[config.mk]
export PLATFORM = sky130hd
export DESIGN_NAME = vec_norm_sqrt
export DESIGN_NICKNAME = d
export VERILOG_FILES = /design/src/rtl/vec_norm_pkg.sv /design/src/rtl/vec_norm_sqrt_isqrt.sv /design/src/rtl/vec_norm_sqrt.sv
export SDC_FILE = /design/constraint.sdc
export NUM_CORES = 1
export LEC_CHECK = 0
export ABC_AREA = 0
export CORE_ASPECT_RATIO = 1.4
export CORE_MARGIN = 2
export CORE_UTILIZATION = 24
export DETAILED_ROUTE_END_ITERATION = 8
export DONT_BUFFER_PORTS = 1
export SLEW_MARGIN = 30
export SYNTH_ARGS = -nofsm -noshare
export SYNTH_HDL_FRONTEND = slang
export SYNTH_SLANG_ARGS = --single-unit
[constraint.sdc]
create_clock -name clk_i -period 8.4 [get_ports clk_i]
set_input_delay 1.68 -clock clk_i [delete_from_list [all_inputs] [get_ports clk_i]]
set_output_delay 1.68 -clock clk_i [all_outputs]
set_load 0.05 [all_outputs]
[src/rtl/vec_norm_pkg.sv]
// Shared types and width helpers for the vector-norm square-root unit.
// Optional rounding build: define VEC_NORM_ROUND_EN.
package vec_norm_pkg;

  typedef enum logic [1:0] {
    IDLE,
    SQUARE,
    ROOT,
    OUT
  } state_t;

  function automatic int sum_width(input int w, input int ch);
    return 2 * w + $clog2(ch);
  endfunction

  function automatic int int_width(input int sw);
    return (sw + 1) / 2;
  endfunction

endpackage

[src/rtl/vec_norm_sqrt_isqrt.sv]
// Restoring bit-serial integer square root, one root bit per clock, MSB first.
// The start cycle already performs the first step so the engine needs RB edges.
module isqrt_bitserial #(
  parameter int RADW = 66,
  parameter int RB   = 33
) (
  input  logic            clk,
  input  logic            rst,
  input  logic            start,
  input  logic [RADW-1:0] radicand,
  output logic [RB-1:0]   root,
  output logic [RB+1:0]   rem,
  output logic            done
);

  localparam int CW  = $clog2(RB + 1);
  localparam int RMW = RB + 2;

  logic [CW-1:0]    cnt;
  logic [2*RB-1:0]  rad_q;
  logic [2*RB-1:0]  rad_src;
  logic [2*RB-1:0]  rad_n;
  logic [RMW-1:0]   rem_src;
  logic [RMW-1:0]   rem_n;
  logic [RB-1:0]    root_src;
  logic [RB-1:0]    root_n;
  logic [RMW+1:0]   cur;
  logic [RMW+1:0]   trial;
  logic [RMW+1:0]   diff;
  logic             take;

  assign rad_src  = start ? (2*RB)'(radicand) : rad_q;
  assign rem_src  = start ? '0 : rem;
  assign root_src = start ? '0 : root;

  assign cur   = {rem_src, rad_src[2*RB-1 -: 2]};
  assign trial = {2'b00, root_src, 2'b01};
  assign diff  = cur - trial;
  assign take  = cur >= trial;

  assign rem_n  = take ? diff[RMW-1:0] : cur[RMW-1:0];
  assign root_n = {root_src[RB-2:0], take};
  assign rad_n  = {rad_src[2*RB-3:0], 2'b00};

  always_ff @(posedge clk or posedge rst) begin
    if (rst) begin
      cnt   <= '0;
      rad_q <= '0;
      rem   <= '0;
      root  <= '0;
      done  <= 1'b0;
    end else begin
      done <= 1'b0;
      if (start) begin
        rad_q <= rad_n;
        rem   <= rem_n;
        root  <= root_n;
        cnt   <= CW'(RB - 1);
        done  <= (RB == 1);
      end else if (cnt != '0) begin
        rad_q <= rad_n;
        rem   <= rem_n;
        root  <= root_n;
        cnt   <= cnt - CW'(1);
        done  <= (cnt == CW'(1));
      end
    end
  end

endmodule

[src/rtl/vec_norm_sqrt.sv]
// Euclidean norm of CH unsigned components: serial squaring then bit-serial root.
// Define VEC_NORM_ROUND_EN for a guard bit and round-to-nearest with saturation.
import vec_norm_pkg::*;

module vec_norm_sqrt #(
  parameter int W    = 16,
  parameter int CH   = 2,
  parameter int FRAC = 16
) (
  input  logic                clk_i,
  input  logic                rst_i,
  input  logic [CH*W-1:0]     data_i,
  input  logic                valid_i,
  output logic                ready_o,
  output logic [int_width(sum_width(W, CH))-1:0] yint_o,
  output logic [FRAC-1:0]     ydec_o,
  output logic                exact_o,
  output logic                valid_o,
  input  logic                ready_i
);

  localparam int SW = sum_width(W, CH);
  localparam int IW = int_width(SW);
  localparam int R  = IW + FRAC;
`ifdef VEC_NORM_ROUND_EN
  localparam int RB = R + 1;
`else
  localparam int RB = R;
`endif
  localparam int RADW = SW + 2 * (RB - IW);
  localparam int JW   = (W > 1) ? $clog2(W) : 1;
  localparam int KW   = (CH > 1) ? $clog2(CH) : 1;
  localparam logic [JW-1:0] J_LAST = JW'(W - 1);
  localparam logic [KW-1:0] K_LAST = KW'(CH - 1);

  state_t          state;
  logic [CH*W-1:0] data_q;
  logic [SW-1:0]   acc;
  logic [JW-1:0]   j;
  logic [KW-1:0]   k;
  logic            start;
  logic [W-1:0]    cur;
  logic [SW-1:0]   addend;
  logic [RADW-1:0] radicand;
  logic [RB-1:0]   root;
  logic [RB+1:0]   rem;
  logic            done;
  logic [R-1:0]    res;
  logic            exact_c;

  // Partial products go straight into the accumulator, one multiplier bit per clock
  assign cur      = data_q[k*W +: W];
  assign addend   = cur[j] ? (SW'(cur) << j) : '0;
  assign radicand = {acc, {(RADW-SW){1'b0}}};

  isqrt_bitserial #(
    .RADW(RADW),
    .RB  (RB)
  ) u_isqrt (
    .clk     (clk_i),
    .rst     (rst_i),
    .start   (start),
    .radicand(radicand),
    .root    (root),
    .rem     (rem),
    .done    (done)
  );

`ifdef VEC_NORM_ROUND_EN
  logic [R-1:0] base;
  assign base    = root[RB-1:1];
  assign res     = (root[0] && !(&base)) ? base + R'(1) : base;
  assign exact_c = (rem == '0) && !root[0];
`else
  assign res     = root;
  assign exact_c = (rem == '0);
`endif

  always_ff @(posedge clk_i or posedge rst_i) begin
    if (rst_i) begin
      state   <= IDLE;
      ready_o <= 1'b1;
      valid_o <= 1'b0;
      yint_o  <= '0;
      ydec_o  <= '0;
      exact_o <= 1'b0;
      data_q  <= '0;
      acc     <= '0;
      j       <= '0;
      k       <= '0;
      start   <= 1'b0;
    end else begin
      start <= 1'b0;
      unique case (state)
        IDLE: begin
          if (valid_i) begin
            data_q  <= data_i;
            acc     <= '0;
            j       <= '0;
            k       <= '0;
            ready_o <= 1'b0;
            state   <= SQUARE;
          end
        end
        SQUARE: begin
          acc <= acc + addend;
          if (j == J_LAST) begin
            j <= '0;
            if (k == K_LAST) begin
              start <= 1'b1;
              state <= ROOT;
            end else begin
              k <= k + KW'(1);
            end
          end else begin
            j <= j + JW'(1);
          end
        end
        ROOT: begin
          if (done) begin
            yint_o  <= res[R-1:FRAC];
            ydec_o  <= res[FRAC-1:0];
            exact_o <= exact_c;
            valid_o <= 1'b1;
            state   <= OUT;
          end
        end
        OUT: begin
          if (ready_i) begin
            valid_o <= 1'b0;
            ready_o <= 1'b1;
            state   <= IDLE;
          end
        end
        default: state <= IDLE;
      endcase
    end
  end

endmodule

==> flow_summary.ini, run 1 <==
[sta]
tightest_slew_ns = 0.9135
drv_slew = 0
max_slew_margin_pct = 39.10
skew_ns = 0.01346
setup_violations = 0
whs_ns = 0.5004
fmax_ghz = 0.1780
rsz0062_at_grt = no
finalWorstSetupSlack_ns = 2.781
setup_tns_ns = 0
layout_min_cycle_time_ns = 5.619
finalHoldViolations = 0
period_share_pct = 66.89

[outcome]
status = complete, no violations

[route]
wl_per_cell_um = 15.69
final_antenna_net_count = 0
via_per_inst = 4.841
firstDrtPassIters = 5
drc = 0
initialDrtViolationCount = 616
via_count = 10476
wl_um = 33950

[worst_setup_path]
cp-start-kind = register
cp.required_ns = 8.79
critical_path.most_common_cell = a211oi_1
r2r_start = k
critPathMaxFanout = 21
worst-setup-path-type = reg2reg
endpoint_kind = register
critPathLaunch = k
worstPathCellList = mux2i_1 > nand2_1 > nand3_1 > o31ai_1 > o211ai_1 > inv_1 > a21oi_2 > a211oi_1 > ha_1 > a211oi_1 > nor2_1 > o41a_1 > a2111o_1 > o22ai_1 > o31ai_2 > o21ai_1 > nand2b_1 > xnor2_1 > o21ai_0
crit_slowest_cell = dfrtp_1
max_stage_delay_ns = 0.92
cp.arrival_ns = 6.01

[synthesis]
synth-main-ff-cell = dfrtp_1
async_flop_share_pct = 100.0
synth_xor_xnor_area_share_pct = 3.915
synth_sequential_area_ratio_pct = 39.62
yosys.area_share.simple_pct = 15.09
yosysTopAreaCellShare_pct = 39.42
synth_area_leader_cell = dfrtp_1
synth_seq_cells = 216
synthCells = 1449
synth_top_family_by_area = compound AO/OA/AOI/OAI gates
ys_top_cells_by_area = dfrtp_1 39%, mux2i_1 7.1%, ha_1 6.8%, mux2_2 6.2%, nand2_1 4.2%
synth_compound_area_share_pct = 17.85
synth_edf_count = 0
yosysUniqueCellTypes = 82
synth_mux_area_share_pct = 13.55
yosysWarningCount = 0
postSynthAreaPerCell_um2 = 9.418
synth_fa_ha_area_share_pct = 6.931
netlist_area_um2 = 13650
syn-num-nets = 1560

[power]
switching_power_w = 0.001339
p_comb_share_pct = 34.8
worst_ir_drop_vdd_uv = 186.0
swShare_pct = 36.59
power.density_nw_per_um2 = 240.5
leakage_nw = 7.125
power_frac_clock_pct = 29.3
p_int_w = 0.002320
seqPwrFrac_pct = 35.9

[die]
initial_core_util_pct = 24.23
rows = 103
core_region_area_um2 = 56320
die_area_um2 = 58810
die_y_um = 286.1
die_w_um = 205.5
io_pins = 72

[final_layout]
area_growth_pct = 11.50
fill_cells = 5981
design_area_um2 = 15220
nNetsFinal = 1523
diodes = 0
drive_above_1_share_pct = 10.50
utilization_pct = 27.02

[clock_network]
cts-htree-levels = 1
cts_buffers = 25
clk_latency_ns = 0.53
cts_hold_buf = 0
cts.reportedPaths.clkPinSlew_ns = 0.06
post_cts_buffers = 0
clk_path_buf_depth = 3
cts-root-buf = clkbuf_16
cts_resized = 0
cts_sinks = 216
cts_tree = built

[placement]
pre_cts_ws_ns = 2.824
dpl-instance-area_um2 = 14390
place.gp.congestion = 0.8712
portBuffers = 0
hpwl_um = 24820

[run]
drv_cap = 0

[global_routing]
antenna_found_initial = 0
grt_overflow = 0
grt_pass1_wl_um = 55700
grt_pass1_vias = 10773
grt_start_max_net_pins = 96
grt_usage_pct = 11.48

[worst_hold_path]
hold_class = reg2reg
min_from = u_isqrt.root[18]
## logic make-up after synthesis
kind of cell | Yosys count
mux | 174
buf+inv | 105
flops | 216
xor+xnor | 61
fa+ha+maj | 75
simple gates | 438
compound gates | 380
## state kept, by name (all words and copies together), names as in the netlist, 6 cells and up
name,count
yint_o,17
u_isqrt.rad_q,32
acc,33
data_q,32
u_isqrt.cnt,6
ydec_o,16
u_isqrt.rem,35
u_isqrt.root,33
## critical path: cells and delay by family (launching register included)
family          cells  cell delay [ns]
buf+inv             1             0.17
fa+ha+maj           1             0.40
compound gates     11             3.03
mux                 1             0.38
simple gates        4             0.40
xor+xnor            1             0.16
flops               1             0.92
## metrics by stage
step                std cells  power, W
floorplan                1449  0.002288
global placement         2118  0.002559
detailed placement       2119  0.002600
CTS                      2163  0.003696
global route             2164  0.003915
finish                   2164  0.003659
## synth_stat cells (all sizes together) (5+ instances only)
| cell type | n |
|---|---|
| a211oi | 16 |
| a21o | 51 |
| a21oi | 82 |
| a22oi | 14 |
| a31oi | 13 |
| and2 | 14 |
| and3 | 10 |
| buf | 27 |
| clkbuf | 48 |
| dfrtp | 215 |
| ha | 74 |
| inv | 29 |
| mux2 | 76 |
| mux2i | 97 |
| nand2 | 152 |
| nand2b | 45 |
| nand3 | 15 |
| nand4 | 10 |
| nor2 | 105 |
| nor2b | 37 |
| nor3 | 27 |
| nor4 | 8 |
| o21a | 5 |
| o21ai | 125 |
| o21bai | 10 |
| o22ai | 14 |
| o31ai | 11 |
| or3 | 7 |
| xnor2 | 33 |
| xor2 | 28 |
## placed cells by master (no fill, tap or decap), drive strengths merged, types with 28 or more instances in the layout
cell type,n
inv,29
mux2,76
nand2,152
dfrtp,215
a21o,51
mux2i,97
nor2b,37
nand2b,45
xor2,28
o21ai,125
ha,74
nor2,105
clkbuf,39
xnor2,33
a21oi,82
## power by group through the flow
| stage | Sequential, W | Clock, W | Combinational (W) |
|---|---|---|---|
| floorplan | 0.00126 | 0 | 0.00103 |
| global route | 0.00133 | 0.00115 | 0.00143 |
| detailed placement | 0.00134 | 0 | 0.00126 |
| CTS | 0.00132 | 0.00111 | 0.00127 |
| global placement | 0.00134 | 0 | 0.00122 |
| finish | 0.00131 | 0.00107 | 0.00127 |
## path summary, 6_finish.rpt
kind                        endpoint  cells after the start  slack, ns
max                          acc[30]                     19       2.78
min                        yint_o[2]                      1       0.50
max reg2reg                  acc[30]                     19       2.78
min reg2reg                yint_o[2]                      1       0.50
max in group asynchronous     acc[0]                      2       5.93
min in group asynchronous    valid_o                      1       1.11
## layer usage
layer	vias to the layer above	global-route usage (%)	wire (µm)
met5	-	0	0
met4	0	4.047	1271
met3	78	1.806	1490
met2	231	21.10	17450
met1	5056	13.32	13740
li1	5111	-	-
## final cells by class
cell class / instances / area, µm² / share of cell area, %
timing repair buffer: 11 / 110.1 / 0.7236
inverter: 30 / 120.1 / 0.7894
clock buffer: 39 / 718.2 / 4.720
tap: 735 / 919.6 / 6.044
sequential: 216 / 5410 / 35.56
clock inverter: 5 / 77.57 / 0.5098
multi-input combinational: 1128 / 7860 / 51.66
(Power assumes the default switching activity.)
==> inputs of run 2 (changes only) <==
Clock period 8.4 ns to 5.08 ns, I/O delays scaled along.
==> run 2 against run 1 <==
Compared with the run above:
- cell count up 0.92%
- critical endpoint is now acc[25]
- largest cell class unchanged
- sequential power up 63%
- die area unchanged
- largest power group is now combinational logic
- power up 68%
==> flow_summary.ini, run 2 (synthesis results as in run 1) <==
[outcome]
status = complete, no violations

[route]
firstDrtPassIters = 6
wl_per_cell_um = 15.42
via_count = 10534
drc = 0
via_per_inst = 4.823
final_antenna_net_count = 0
initialDrtViolationCount = 517
wl_um = 33670

[sta]
rsz0062_at_grt = no
drv_slew = 0
skew_ns = 0.01217
tightest_slew_ns = 0.7762
layout_min_cycle_time_ns = 4.792
fmax_ghz = 0.2087
finalHoldViolations = 0
period_share_pct = 94.33
setup_violations = 0
setup_tns_ns = 0
max_slew_margin_pct = 48.25

[worst_setup_path]
r2r_start = k
worstReg2RegEnd = acc[25]
rrSetupSlack_ns = 0.29
r2r_cells = 18
critical_path.most_common_cell = a21o_1
worst-setup-path-type = reg2reg
max_stage_delay_ns = 0.50
worstPathCellList = buf_12 > mux2_2 > a21o_1 > mux4_2 > a21oi_1 > buf_12 > nor2_1 > ha_1 > a21o_1 > a21o_1 > a221o_1 > o2111ai_2 > a21oi_2 > o21a_2 > o41a_1 > a211oi_2 > xor2_1 > o21ai_1
cp-start-kind = register
endpoint_kind = register
cp.arrival_ns = 5.19
cp.required_ns = 5.48
critPathMaxFanout = 21
crit_slowest_cell = mux4_2

[final_layout]
reg.largest.list = u_isqrt.rem x35, acc x33, u_isqrt.root x33
diodes = 0
fill_cells = 5905
top_register = u_isqrt.rem
area_growth_pct = 12.88
stdcell_count = 2184
drive_above_1_share_pct = 11.94
final_common_cell = dfrtp_1
largest_register_ffs = 35
nNetsFinal = 1540
layout_common_cells = 214 x dfrtp_1, 148 x nand2_1, 107 x o21ai_0

[global_routing]
grt_pass1_wl_um = 55050
antenna_found_initial = 0
grt_usage_pct = 11.36
grt_overflow = 0
grt_start_max_net_pins = 103
grt_pass1_vias = 10618

[die]
die_w_um = 205.5
initial_core_util_pct = 24.23
io_pins = 72
die_y_um = 286.1
rows = 103
core_region_area_um2 = 56320
die_area_um2 = 58810

[power]
p_int_w = 0.003886
worst_ir_drop_vdd_uv = 331.0
leakage_nw = 7.244
swShare_pct = 36.92
switching_power_w = 0.002275
power_frac_clock_pct = 29.3
p_comb_share_pct = 35.9
power.density_nw_per_um2 = 399.9
seqPwrFrac_pct = 34.7

[worst_hold_path]
hold_class = in2async

[placement]
placed_cells = 2136
hpwl_um = 24870
portBuffers = 0
place.gp.congestion = 0.8784

[clock_network]
clk_path_buf_depth = 3
cts-htree-levels = 1
cts_sinks = 216
cts_buffers = 26
cts_tree = built
clk_latency_ns = 0.54
cts-root-buf = clkbuf_16
cts.reportedPaths.clkPinSlew_ns = 0.06

[run]
drv_cap = 0
-- run 2: changes by cell type in the layout (fill, tap and decap cells not counted), moves of 2 or more --
cell        before  now
clkbuf_16       25   27
clkinvlp_4       1    3
buf_4            9   23
buf_12           0    3
bufinv_16        2    0
clkbuf_8         4    6
clkbuf_1        10    7
clkinv_4         0    2
-- run 2: power by group through the flow --
| stage | Combinational (W) | Clock [W] | Sequential, W |
|---|---|---|---|
| final | 0.00221 | 0.00181 | 0.00214 |
| after floorplan | 0.00170 | 0 | 0.00209 |
| after CTS | 0.00221 | 0.00186 | 0.00215 |
| after global routing | 0.00248 | 0.00193 | 0.00217 |
| after detailed placement | 0.00220 | 0 | 0.00218 |
| after global placement | 0.00214 | 0 | 0.00218 |
-- run 2: worst max-delay path by stage --
stage                     startpoint       to  slack (ns)  depth (start not counted)
after floorplan                    k  acc[25]        0.28                         22
after global placement             k  acc[25]        0.32                         18
after detailed placement           k  acc[32]        0.31                         18
after CTS                          k  acc[32]        0.29                         18
after global routing               k  acc[32]        0.06                         18
final                              k  acc[25]        0.29                         18
-- run 2: timing repair --
item	4_1_cts	5_1_grt
hold buffers	0	0
buffers inserted	0	0
resized for setup	0	1
endpoints found under the setup margin	0	1
-- run 2: layout make-up --
class | count | area [µm²] | area share (%)
Sequential cell | 216 | 5410 | 35.12
Tap cell | 735 | 919.6 | 5.970
Inverter | 30 | 116.4 | 0.7554
Clock buffer | 40 | 784.5 | 5.093
Multi-Input combinational cell | 1128 | 7868 | 51.07
Timing Repair Buffer | 27 | 247.7 | 1.608
Clock inverter | 8 | 58.81 | 0.3817
-- run 2: per-layer routing --
metal  routed length [µm]  part of all wire [%]  vias to the layer above  track usage [%]
met5                    0                     0                        -                0
met2                17540                    52                      205            21.09
met4                  903                   2.7                        0            3.201
li1                     -                     -                     5163                -
met3                 1217                   3.6                       57            1.817
met1                14010                    42                     5109            13.32
-- run 2: critical path, delay by kind of cell, from the launching register on --
kind / cells / cell delay, ns
XOR/XNOR: 1 / 0.16
adder cells (fa/ha/maj): 1 / 0.35
flip-flops: 1 / 0.37
AND/OR/NAND/NOR: 1 / 0.05
AO/OA/AOI/OAI: 11 / 2.49
buffers and inverters: 2 / 0.35
multiplexers: 2 / 0.87
-- run 2: per-stage QoR --
stage               area, µm²  setup slack (ns)  hold WS, ns  power (W)  utilization, %
floorplan               13650            0.2784       0.4650   0.003783               -
global placement        14530            0.3223       0.4931   0.004311           25.79
detailed placement      14550            0.3061       0.4958   0.004377           25.84
CTS                     15390            0.2928       0.3008   0.006216           27.33
global route            15400           0.05622       0.3102   0.006583           27.35
finish                  15400            0.2879       0.3128   0.006160           27.35
